<file path="config.mk">
export PLATFORM = sky130hd
export DESIGN_NAME = crg_switch_seq
export DESIGN_NICKNAME = d
export VERILOG_FILES = /design/src/rtl/crg_switch_seq.sv
export SDC_FILE = /design/constraint.sdc
export NUM_CORES = 1
export LEC_CHECK = 0
export ABC_CLOCK_PERIOD_IN_PS = 2600
export BUFFER_PORTS_ARGS = -buffer_cell sky130_fd_sc_hd__buf_4
export CORE_MARGIN = 3
export CORE_UTILIZATION = 55
export DETAILED_ROUTE_END_ITERATION = 16
export GPL_TIMING_DRIVEN = 1
export MAX_ROUTING_LAYER = met4
export PLACE_DENSITY = 0.76
export SYNTH_ARGS = -nofsm -noshare
export SYNTH_HDL_FRONTEND = slang
export SYNTH_SLANG_ARGS = --single-unit
</file>
<file path="constraint.sdc">
create_clock -name ref_clk_i -period 2.6 [get_ports ref_clk_i]
set_clock_uncertainty 0.2 [all_clocks]
set_input_delay 0.52 -clock ref_clk_i [delete_from_list [all_inputs] [get_ports ref_clk_i]]
set_output_delay 0.52 -clock ref_clk_i [all_outputs]
set_load 0.05 [all_outputs]
</file>
<file path="src/rtl/crg_switch_seq.sv">
// Per-channel CRG sequencer: gate, switch sel, settle, optional reset, ungate; outputs registered.
// Switch latency GATE_CYC+SETTLE_CYC+2 cycles from transfer to done; ready only in IDLE, valid is ignored while busy.
module crg_switch_seq #(
    parameter int M          = 4,
    parameter int GATE_CYC   = 8,
    parameter int SETTLE_CYC = 64,
    parameter int RST_CYC    = 16,
    localparam int SW        = (M > 1) ? $clog2(M) : 1
) (
    input  logic          ref_clk_i,
    input  logic          glob_arst_ni,
    input  logic          user_en_i,
    input  logic          req_valid_i,
    output logic          req_ready_o,
    input  logic [SW-1:0] req_sel_i,
    input  logic          req_rst_i,
    output logic [SW-1:0] sel_o,
    output logic          en_o,
    output logic          arst_req_o,
    output logic          busy_o,
    output logic          done_o,
    output logic          err_o
);

    localparam int MAXC = (GATE_CYC > SETTLE_CYC)
                        ? ((GATE_CYC > RST_CYC) ? GATE_CYC : RST_CYC)
                        : ((SETTLE_CYC > RST_CYC) ? SETTLE_CYC : RST_CYC);
    localparam int CW = $clog2(MAXC + 1);

    localparam logic [CW-1:0] GATE_LD   = CW'(GATE_CYC);
    localparam logic [CW-1:0] SETTLE_LD = CW'(SETTLE_CYC);
    localparam logic [CW-1:0] RST_LD    = CW'(RST_CYC);
    localparam logic [CW-1:0] INIT_LD   = CW'(RST_CYC - 1);
    localparam logic [CW-1:0] ONE       = CW'(1);
    localparam logic [SW:0]   M_LIM     = (SW + 1)'(M);

    typedef enum logic [2:0] {
        S_INIT, S_IDLE, S_GATE, S_SWITCH, S_RESET, S_UNGATE
    } state_t;

    state_t        r_state, w_state;
    logic [CW-1:0] r_cnt, w_cnt;
    logic [SW-1:0] r_sel, w_sel;
    logic [SW-1:0] r_hold_sel, w_hold_sel;
    logic          r_hold_rst, w_hold_rst;
    logic          r_gate, w_gate;
    logic          r_arst, w_arst;
    logic          r_done, w_done;
    logic          r_err, w_err;
    logic          w_last;
    logic          w_sel_bad;

    assign w_last    = (r_cnt == ONE);
    assign w_sel_bad = ({1'b0, req_sel_i} >= M_LIM);

    always_ff @(posedge ref_clk_i or negedge glob_arst_ni) begin
        if (!glob_arst_ni) begin
            r_state    <= S_INIT;
            r_cnt      <= '0;
            r_sel      <= '0;
            r_hold_sel <= '0;
            r_hold_rst <= 1'b0;
            r_gate     <= 1'b1;
            r_arst     <= 1'b1;
            r_done     <= 1'b0;
            r_err      <= 1'b0;
        end else begin
            r_state    <= w_state;
            r_cnt      <= w_cnt;
            r_sel      <= w_sel;
            r_hold_sel <= w_hold_sel;
            r_hold_rst <= w_hold_rst;
            r_gate     <= w_gate;
            r_arst     <= w_arst;
            r_done     <= w_done;
            r_err      <= w_err;
        end
    end

    always_comb begin
        w_state    = r_state;
        w_cnt      = r_cnt;
        w_sel      = r_sel;
        w_hold_sel = r_hold_sel;
        w_hold_rst = r_hold_rst;
        w_gate     = r_gate;
        w_arst     = r_arst;
        w_done     = 1'b0;
        w_err      = 1'b0;
        case (r_state)
            S_INIT: begin
                // cnt comes out of reset at 0, so the first INIT cycle loads the remaining count
                if (w_last || (r_cnt == '0 && RST_CYC == 1)) begin
                    w_state = S_IDLE;
                    w_arst  = 1'b0;
                    w_gate  = 1'b0;
                    w_cnt   = '0;
                end else if (r_cnt == '0) begin
                    w_cnt = INIT_LD;
                end else begin
                    w_cnt = r_cnt - ONE;
                end
            end
            S_IDLE: begin
                if (req_valid_i) begin
                    w_hold_sel = req_sel_i;
                    w_hold_rst = req_rst_i;
                    if (w_sel_bad) begin
                        w_err = 1'b1;
                    end else if (req_sel_i == r_sel && !req_rst_i) begin
                        w_done = 1'b1;
                    end else if (req_sel_i == r_sel) begin
                        w_state = S_RESET;
                        w_cnt   = RST_LD;
                        w_arst  = 1'b1;
                    end else begin
                        w_state = S_GATE;
                        w_cnt   = GATE_LD;
                        w_gate  = 1'b1;
                    end
                end
            end
            S_GATE: begin
                if (w_last) begin
                    w_state = S_SWITCH;
                    w_cnt   = SETTLE_LD;
                    w_sel   = r_hold_sel;
                end else begin
                    w_cnt = r_cnt - ONE;
                end
            end
            S_SWITCH: begin
                if (w_last) begin
                    if (r_hold_rst) begin
                        w_state = S_RESET;
                        w_cnt   = RST_LD;
                        w_arst  = 1'b1;
                    end else begin
                        w_state = S_UNGATE;
                    end
                end else begin
                    w_cnt = r_cnt - ONE;
                end
            end
            S_RESET: begin
                if (w_last) begin
                    w_state = S_UNGATE;
                    w_arst  = 1'b0;
                end else begin
                    w_cnt = r_cnt - ONE;
                end
            end
            S_UNGATE: begin
                w_state = S_IDLE;
                w_gate  = 1'b0;
                w_arst  = 1'b0;
                w_done  = 1'b1;
            end
            default: begin
                w_state = S_INIT;
            end
        endcase
    end

    assign req_ready_o = (r_state == S_IDLE);
    assign busy_o      = (r_state != S_IDLE);
    assign sel_o       = r_sel;
    assign en_o        = user_en_i & ~r_gate;
    assign arst_req_o  = r_arst;
    assign done_o      = r_done;
    assign err_o       = r_err;

endmodule

</file>
==> impl_summary.txt, run 1 <==
----------------------------------------------------
[Route]
  Post-DR wirelength/cell ... 15.0 um
  Post-DRT Antenna Nets ... 0
  Detailed Route WL ... 2730 um
  Vias per cell ... 6.10
  Overall via count from detail_route ... 1,111
  Residual DRC count ... 0
  Iteration-0 DRC count of the detailed router ... 54
  Number of iterations in the first detailed-routing pass ... 4

[Timing]
  Final period util ... 93.4%
  Setup TNS ... 0 ps
  Max-slew violations ... 0
  Number of hold violations in the final report ... 0
  Minimum clock period after layout ... 2430 ps
  RSZ-0062 raised after global routing ... false
  Highest attainable clock frequency ... 0.412 GHz
  Number of setup violations in the final report ... 0

[Synth]
  Post-synth cell types ... 49
  Area contributors post-synth ... dfrtp_1 (31%), dfstp_2 (4.1%), a21oi_1 (3.9%)
  Avg Synthesized Cell Area ... 9.13 um2
  Syn. warnings ... 0
  Synth async-reset ratio ... 100%
  Count of flip-flops with a built-in enable after synthesis ... 0
  Post-Syn Instances ... 140
  Post-synth top flop ... dfrtp_1
  Cell area after synthesis ... 0.00128 mm2
  Fraction of synthesized cell area taken by the top area cell type ... 31.3%
  Register area share after synthesis ... 35.4%
  Cell accounting for the most synthesized area ... dfrtp_1
  Number of nets produced by synthesis ... 150
  #FFs+latches synth ... 18

[Worst hold path]
  Type of the worst min-delay path ... input port to flop

[Place]
  Placer Congestion ... 0.924
  Input/output buffers ... 13
  Placed instance area ... 0.00137 mm2
  DPL Wire Length ... 2110 um

[Floorplan]
  Number of ports placed on the die boundary ... 15
  Die footprint ... 0.00294 mm2
  Horizontal die dimension ... 54.2 um
  Core Region ... 0.00208 mm2
  Site Rows ... 16
  Effective utilization at floorplan ... 61.4%
  Die Height ... 54.2 um

[Clock tree]
  Clock latency reported for the late side of the worst-skew pair ... 300 ps
  TritonCTS clock tree ... yes
  CTS clk-pin slew, worst paths ... 110 ps
  Clock Tree Root ... clkbuf_4
  H-tree Lvls ... 1
  Number of sinks handled by clock tree synthesis ... 18
  Longest Clk Path Bufs ... 2
  Count of cells resized by post-cts repair ... 0
  Number of buffers created by CTS ... 3

[Setup path]
  Critical path start-end classification ... flop to output pin
  Cell with the largest stage delay on the worst path ... dfrtp_1
  Cells along the critical path ... nor2b_1 -> nand2_1 -> inv_1 -> buf_4
  Category of the worst setup path launch point ... flop
  Crit-path max FO ... 10
  Category of the worst setup path capture point ... output pin
  Critical Path RT ... 1880 ps
  Worst endpoint data arrival time ... 1710 ps
  Highest cell delay on the worst timing path ... 500 ps

[Layout]
  Post-route cell area ... 0.00141 mm2
  Final nets ... 166
  Fill count ... 185
  Area growth from synthesis to layout ... 10.4%
  Final Core Density ... 67.8%
  Fraction of layout cells with a size suffix above 1 ... 25.2%
  Antenna Cells ... 0

[Power and ir drop]
  Leakage Power ... 0.622 nW
  Largest vdd supply drop ... 0.000265 V
  Final Total Pwr ... 0.000498 W
  Areal power density over the cells ... 353 mW/mm2

[Global route]
  Total gr overflow ... 0
  First-pass GRT wire length ... 4380 um
  Global routing usage summed across all routing layers ... 21.6%
  Initial antenna violation count ... 0
  Maximum number of pins on one net before global-route repair ... 19
  Vias in the first global route ... 985

[Run status]
  Outcome ... complete, no violations

[Job]
  Number of maximum-capacitance constraint violations ... 0

----------------------------------------------------
-- layout make-up --
class	count	area, um2	area share (%)
multi-input combinational	104	713	50.5
inverter	12	45.0	3.19
timing repair buffer	17	130	9.22
tap	27	33.8	2.39
sequential	18	453	32.1
clock buffer	4	36.3	2.57
-- layout by cell type (no fill, tap or decap), drive strengths merged, types with 5 or more instances in the layout --
master	n
dfrtp	16
buf	16
nand2	12
inv	12
nor2	11
a21oi	11
a31oi	6
o22ai	5
o21ai	5
-- cells by family (layout without fill, tap and decap cells) --
kind of cell | count (synthesis) | after routing | synth area share (%)
buf+inv | 18 | 33 | 8.81
flops | 18 | 18 | 35.4
compound gates | 45 | 45 | 26.5
simple gates | 46 | 46 | 19.1
mux | 4 | 4 | 3.52
xor+xnor | 5 | 5 | 3.43
fa+ha+maj | 3 | 3 | 2.94
other cells | 1 | 1 | 0.293
-- where the power goes --
part	switching, W	internal [W]	leakage (nW)	total (W)
Clock	0.0000914	0.0000855	0.0210	0.000177
Combinational	0.0000230	0.0000135	0.370	0.0000364
Sequential	0.00000178	0.000283	0.231	0.000284
Total	0.000116	0.000382	0.622	0.000498
-- metal layers --
metal | up-vias | track usage [%] | share of wire [%] | wire length, um
li1 | 533 | - | - | -
met1 | 534 | 28.8 | 46 | 1250
met2 | 39 | 32.3 | 47 | 1280
met3 | 5 | 3.00 | 5.6 | 154
met4 | 0 | 10.4 | 1.8 | 48
met5 | - | - | 0 | 0
-- sequential cells by signal (all words and copies together), names as in the netlist --
signal and flops:
r_cnt 7, r_hold_rst 1, r_state 3, sel_o 2
arst_req_o 1, r_gate 1, done_o 1, r_hold_sel 2
-- worst paths after layout --
| check | cells past startpoint | slack (ps) | to | start |
|---|---|---|---|---|
| hold reg to reg | 1 | 320 | r_hold_sel[1] | r_hold_sel[1] |
| max in group asynchronous | 2 | 1540 | r_gate | glob_arst_ni |
| hold / removal | 3 | 230 | r_hold_rst | req_rst_i |
| setup / recovery | 4 | 170 | req_ready_o | r_state[2] |
| min in group asynchronous | 2 | 410 | r_state[2] | glob_arst_ni |
| setup reg to reg | 6 | 250 | sel_o[0] | r_cnt[1] |
-- cells in the mapped netlist, drive strengths merged, types with 3 or more instances --
| cell type | number |
|---|---|
| clkbuf | 3 |
| nor2 | 11 |
| nor3 | 4 |
| a21oi | 11 |
| nand2 | 12 |
| a31oi | 6 |
| a211oi | 4 |
| ha | 3 |
| o21ai | 5 |
| nand2b | 3 |
| xnor2 | 3 |
| dfrtp | 16 |
| buf | 3 |
| mux2 | 4 |
| nor2b | 3 |
| nand3 | 3 |
| inv | 12 |
| o31ai | 3 |
| o22ai | 5 |
-- worst max-delay path: cells and delay by family, from the launching register on --
| kind | cells | cell delay (ps) |
|---|---|---|
| DFF | 1 | 500 |
| and+or+nand+nor | 2 | 500 |
| buffers and inverters | 2 | 400 |
-- through the flow --
step,hold WS (ps),instances,setup slack (ps)
3_5_place_dp,201,177,282
4_1_cts,222,182,187
6_report,226,182,171
3_3_place_gp,200,177,342
5_1_grt,228,182,62.1
2_1_floorplan,24.4,140,255
-- what timing repair did --
action	in CTS	in global routing
hold buffers	1	0
hold endpoints to repair	16	0
setup buffers	0	0
(Power assumes the default switching activity.)
==> run 2: changes to the inputs <==
RECOVER_POWER = 25   (was not set)
==> run 2 against run 1 <==
Compared with the run above:
- total power down 0.17%
- clock-buffer cell count is the same
- die area did not move
- core utilization shrank 0.18 points
- via count unchanged
- global-route usage stayed put
- register-to-register slack hardly changed
- wire length hardly changed
- largest power group unchanged
- highest routed layer unchanged
==> impl_summary.txt, run 2 (synthesis results as in run 1) <==
----------------------------------------------------
[Route]
  Post-DRT Antenna Nets ... 0 (unchanged)
  Post-DR wirelength/cell ... 15.0 um (about the same)
  Overall via count from detail_route ... 1,111 (unchanged)
  Iteration-0 DRC count of the detailed router ... 54 (unchanged)
  Detailed Route WL ... 2740 um (about the same)
  Vias per cell ... 6.10 (unchanged)
  Number of iterations in the first detailed-routing pass ... 4 (unchanged)
  Residual DRC count ... 0 (unchanged)

[Power and ir drop]
  Net Switching ... 0.000116 W (about the same)
  Sequential cell fraction of total power ... 57.2% (about the same)
  Clock power frac ... 35.6% (about the same)
  Leakage Power ... 0.618 nW (-0.58%)
  Areal power density over the cells ... 353 mW/mm2 (about the same)
  Final Total Pwr ... 0.000497 W (-0.17%)
  Combinational share of power ... 7.2% (about the same)
  Internal power ... 0.000381 W (-0.19%)
  Switching Share ... 23.4% (about the same)
  Largest vdd supply drop ... 0.000264 V (-0.38%)

[Setup path]
  Category of the worst setup path launch point ... flop
  Worst endpoint data arrival time ... 1710 ps (about the same)
  Origin of the critical flop-to-flop path ... r_cnt[1]
  Crit-path max FO ... 10 (unchanged)
  Critical path start-end classification ... flop to output pin
  Category of the worst setup path capture point ... output pin
  Beginning of the critical path ... r_state[2]
  Critical Path RT ... 1880 ps (about the same)

[Global route]
  Initial antenna violation count ... 0 (unchanged)
  Vias in the first global route ... 985 (unchanged)
  Met1 Use GR ... 28.8% (unchanged)
  Most congested layer reported by global routing ... met2
  Total gr overflow ... 0 (unchanged)
  First-pass GRT wire length ... 4380 um (unchanged)
  Global routing usage summed across all routing layers ... 21.6% (unchanged)
  GRT met3 Usage ... 3.00% (unchanged)
  Maximum number of pins on one net before global-route repair ... 19 (unchanged)
  Met2 layer usage reported by global route ... 32.3% (unchanged)

[Timing]
  Setup TNS ... 0 ps (unchanged)
  Number of hold violations in the final report ... 0 (unchanged)
  Final period util ... 93.4% (about the same)
  Minimum clock period after layout ... 2430 ps (-0.188 ps)
  Number of setup violations in the final report ... 0 (unchanged)
  Hold Worst Slack ... 227 ps (+0.188 ps)
  RSZ-0062 raised after global routing ... false
  Highest attainable clock frequency ... 0.412 GHz (about the same)
  Max-slew violations ... 0 (unchanged)
  Remaining max-slew budget at the tightest pin ... 37.5%
  Actual transition at the worst max-transition pin ... 937 ps

[Layout]
  Area growth from synthesis to layout ... 10.1%
  Number of flip-flops under the largest register name ... 7 (unchanged)
  Fill count ... 184 (-0.54%)
  Most frequent cells in the layout ... dfrtp_1 (16), buf_4 (15), nand2_1 (12)
  Largest registers in the final layout ... r_cnt x7, r_state x3
  Final nets ... 166 (unchanged)
  Fraction of layout cells with a size suffix above 1 ... 24.5% (-0.65 points)
  Antenna Cells ... 0 (unchanged)
  Most frequent standard cell in the layout excluding fill and tap cells ... dfrtp_1
  Post-route cell area ... 0.00141 mm2 (-0.27%)
  Footprint of the multi-input gates ... 713 um2 (unchanged)
  Final Core Density ... 67.6% (-0.18 points)
  Register with the highest flop count ... r_cnt
  Flip-flop and latch area ... 453 um2 (unchanged)

[Clock tree]
  Number of buffers created by CTS ... 3 (unchanged)
  H-tree Lvls ... 1 (unchanged)
  Longest Clk Path Bufs ... 2 (unchanged)
  Number of sinks handled by clock tree synthesis ... 18 (unchanged)
  CTS clk-pin slew, worst paths ... 110 ps (about the same)
  Clock latency reported for the late side of the worst-skew pair ... 300 ps (about the same)
  Clock Tree Root ... clkbuf_4
  TritonCTS clock tree ... yes

[Floorplan]
  Effective utilization at floorplan ... 61.4% (unchanged)
  Site Rows ... 16 (unchanged)
  Die Height ... 54.2 um (unchanged)
  Die footprint ... 0.00294 mm2 (unchanged)
  Core Region ... 0.00208 mm2 (unchanged)
  Horizontal die dimension ... 54.2 um (unchanged)
  Number of ports placed on the die boundary ... 15 (unchanged)

[Worst hold path]
  Startpoint of the tightest hold check path ... req_rst_i
  Type of the worst min-delay path ... input port to flop

[Job]
  Number of maximum-capacitance constraint violations ... 0 (unchanged)

[Place]
  DPL Wire Length ... 2110 um (unchanged)
  Placed instance area ... 0.00137 mm2 (unchanged)
  Placer Congestion ... 0.924 (unchanged)
  Input/output buffers ... 13 (unchanged)

[Run status]
  Outcome ... complete, no violations

----------------------------------------------------
==> run 2: cell types whose count changed in the layout (fill, tap and decap cells not counted), sizes merged <==
cell and change:
clkbuf +1, buf -1
==> run 2: critical path, cell delays in order (launching register included) <==
cell and delay [ps]:
dfrtp_1 500, nor2b_1 300, nand2_1 200, inv_1 180, buf_4 220
==> run 2: final timing paths <==
kind,slack [ps],depth (start not counted),endpoint
min reg2reg,320,1,r_hold_sel[1]
max reg2reg,250,6,sel_o[0]
min,230,3,r_hold_rst
max,170,4,req_ready_o
max in group asynchronous,960,2,r_cnt[5]
min in group asynchronous,660,2,r_state[2]
==> run 2: cell type report <==
class	instances	area share, %
multi-input combinational	104	50.7
sequential	18	32.2
timing repair buffer	17	8.98
inverter	12	3.20
tap	27	2.40
clock buffer	4	2.58
==> run 2: timing repair <==
item,in CTS,in global routing
endpoints found under the hold margin,16,0
hold buffers,1,0
buffers inserted,0,0
gates resized for setup,0,0
==> run 2: power by group through the flow <==
stage | combinational (W) | clock, W | sequential (W)
3_5_place_dp | 0.0000355 | 0 | 0.000290
3_3_place_gp | 0.0000354 | 0 | 0.000290
5_1_grt | 0.0000389 | 0.000197 | 0.000285
2_1_floorplan | 0.0000193 | 0 | 0.000289
6_report | 0.0000357 | 0.000177 | 0.000284
4_1_cts | 0.0000368 | 0.000182 | 0.000284
==> run 2: routing by layer <==
| metal | share of wire [%] | vias to the layer above |
|---|---|---|
| li1 | - | 533 |
| met1 | 46 | 532 |
| met2 | 47 | 41 |
| met3 | 5.7 | 5 |
| met4 | 1.8 | 0 |
| met5 | 0 | - |
==> run 2: through the flow <==
step,cells,setup slack (ps)
after floorplan,140,255
final,182,171
after detailed placement,177,282
after global routing,182,62.1
after CTS,182,187
after global placement,177,342
==> run 3: changes to the inputs <==
CTS_CLUSTER_DIAMETER = 150   (was not set)
SETUP_SLACK_MARGIN = 0.4   (was not set)
==> run 3 against run 2 <==
Compared with the run above:
- total power shrank 5.6%
- setup slack gained 310 ps
- clock-buffer cell count is the same
- critical path type unchanged
- largest cell class unchanged
- highest routed layer unchanged
==> impl_summary.txt, run 3 (synthesis results as in run 1) <==
----------------------------------------------------
[Floorplan]
  Core Region ... 0.00208 mm2 (unchanged)
  Die Height ... 54.2 um (unchanged)
  Horizontal die dimension ... 54.2 um (unchanged)
  Die footprint ... 0.00294 mm2 (unchanged)
  Effective utilization at floorplan ... 61.4% (unchanged)
  Site Rows ... 16 (unchanged)
  Number of ports placed on the die boundary ... 15 (unchanged)

[Layout]
  Fraction of layout cells with a size suffix above 1 ... 32.3% (+7.8 points)
  Final nets ... 169 (+1.8%)
  Post-route cell area ... 0.00147 mm2 (+4.4%)
  Antenna Cells ... 0 (unchanged)
  Largest registers in the final layout ... r_cnt x7, r_state x3
  Area growth from synthesis to layout ... 14.9%
  Final Core Density ... 70.6% (+2.9 points)
  Most frequent standard cell in the layout excluding fill and tap cells ... buf_4
  Most frequent cells in the layout ... buf_4 (17), dfrtp_1 (14), nor2_1 (11)
  Register with the highest flop count ... r_cnt
  Number of flip-flops under the largest register name ... 7 (unchanged)

[Clock tree]
  Clock latency reported for the late side of the worst-skew pair ... 300 ps (about the same)
  Number of sinks handled by clock tree synthesis ... 18 (unchanged)
  Number of buffers created by CTS ... 3 (unchanged)
  Clock Tree Root ... clkbuf_4
  CTS clk-pin slew, worst paths ... 100 ps (about the same)
  H-tree Lvls ... 1 (unchanged)
  Longest Clk Path Bufs ... 2 (unchanged)
  TritonCTS clock tree ... yes

[Global route]
  Vias in the first global route ... 1,098 (+11%)
  Global routing usage summed across all routing layers ... 25.1% (+3.5 points)
  Initial antenna violation count ... 0 (unchanged)
  First-pass GRT wire length ... 5140 um (+17%)
  Maximum number of pins on one net before global-route repair ... 19 (unchanged)
  Total gr overflow ... 0 (unchanged)

[Route]
  Post-DR wirelength/cell ... 16.5 um (+10%)
  Vias per cell ... 6.44 (+5.5%)
  Iteration-0 DRC count of the detailed router ... 77 (+43%)
  Overall via count from detail_route ... 1,191 (+7.2%)
  Residual DRC count ... 0 (unchanged)
  Detailed Route WL ... 3060 um (+12%)
  Number of iterations in the first detailed-routing pass ... 4 (unchanged)
  Post-DRT Antenna Nets ... 0 (unchanged)

[Power and ir drop]
  Final Total Pwr ... 0.000469 W (-5.6%)
  Largest vdd supply drop ... 0.000306 V (+16%)
  Areal power density over the cells ... 319 mW/mm2 (-9.6%)
  Leakage Power ... 0.621 nW (+0.50%)

[Timing]
  Number of setup violations in the final report ... 0 (unchanged)
  RSZ-0062 raised after global routing ... true
  Remaining max-slew budget at the tightest pin ... 34.4% (-3.1 points)
  Final period util ... 81.4% (-12 points)
  Number of hold violations in the final report ... 0 (unchanged)
  Actual transition at the worst max-transition pin ... 983 ps (+46.4 ps)
  Highest attainable clock frequency ... 0.472 GHz (+15%)
  Setup TNS ... 0 ps (unchanged)
  Max-slew violations ... 0 (unchanged)
  Minimum clock period after layout ... 2120 ps (-312 ps)

[Setup path]
  Worst endpoint data arrival time ... 1400 ps (-310 ps)
  Crit-path max FO ... 5 (-5)
  Worst R2R Setup Slack ... 510 ps (+260 ps)
  Destination of the critical timing path ... req_ready_o
  Critical path start-end classification ... flop to output pin
  Critical Path RT ... 1880 ps (about the same)
  Category of the worst setup path launch point ... flop
  Category of the worst setup path capture point ... output pin
  Origin of the critical flop-to-flop path ... r_cnt[0]
  Beginning of the critical path ... r_state[2]
  Capturing point of the worst reg2reg path ... r_cnt[6]
  Length in cells of the worst reg-to-reg path ... 7 (+1)

[Run status]
  Outcome ... complete, no violations

[Place]
  Input/output buffers ... 13 (unchanged)
  Placed instance area ... 0.00137 mm2 (+0.46%)
  Placer Congestion ... 0.899 (-2.7%)
  DPL Wire Length ... 2270 um (+7.6%)

[Worst hold path]
  Type of the worst min-delay path ... input port to flop

[Job]
  Number of maximum-capacitance constraint violations ... 0 (unchanged)

----------------------------------------------------
## run 3: worst min path at each step
| stage | startpoint | endpoint | slack, ps | cells past startpoint |
|---|---|---|---|---|
| floorplan | glob_arst_ni | done_o | 20 | 0 |
| CTS | req_rst_i | r_hold_rst | 260 | 3 |
| finish | req_rst_i | r_hold_rst | 260 | 3 |
| global route | req_rst_i | r_hold_rst | 260 | 3 |
| global placement | glob_arst_ni | r_cnt[4] | 200 | 1 |
| detailed placement | glob_arst_ni | r_cnt[4] | 200 | 1 |
## run 3: power by group
part	switching, W	leakage, nW	total [W]	internal [W]
logic	0.0000245	0.379	0.0000373	0.0000128
clock network	0.0000870	0.0150	0.000147	0.0000599
registers	0.00000215	0.227	0.000285	0.000282
## run 3: final cells by class
class                           instances  area (um2)
Sequential cell                        18         455
Fill cell                             156         613
Tap cell                               27        33.8
Clock buffer                            4        26.3
Inverter                               12        48.8
Multi-Input combinational cell        104         752
Timing Repair Buffer                   20         153
## run 3: per-layer routing
| layer | part of all wire [%] | wire length, um | track usage, % |
|---|---|---|---|
| met1 | 41 | 1250 | 33.2 |
| met2 | 47 | 1440 | 37.8 |
| met3 | 8.4 | 258 | 6.27 |
| met5 | 0 | 0 | - |
| met4 | 3.6 | 110 | 7.47 |
## run 3: through the flow
stage	cells	hold slack, ps	setup WS, ps
after detailed placement	177	205	327
after global placement	177	201	337
after global routing	185	262	356
after floorplan	140	24.4	565
final	185	260	483
after CTS	182	255	397
## run 3: what timing repair did
action / CTS / global route
buffers inserted: 0 / 3
setup endpoints to repair: 5 / 9
gates resized for setup: 5 / 8
hold buffers: 1 / 0
endpoints found under the hold margin: 16 / 0
## run 3: critical path, stage by stage (launching register included)
cell and delay (ps):
dfrtp_2 460, nor2b_4 170, nand2_2 130, clkinvlp_4 130, buf_4 200
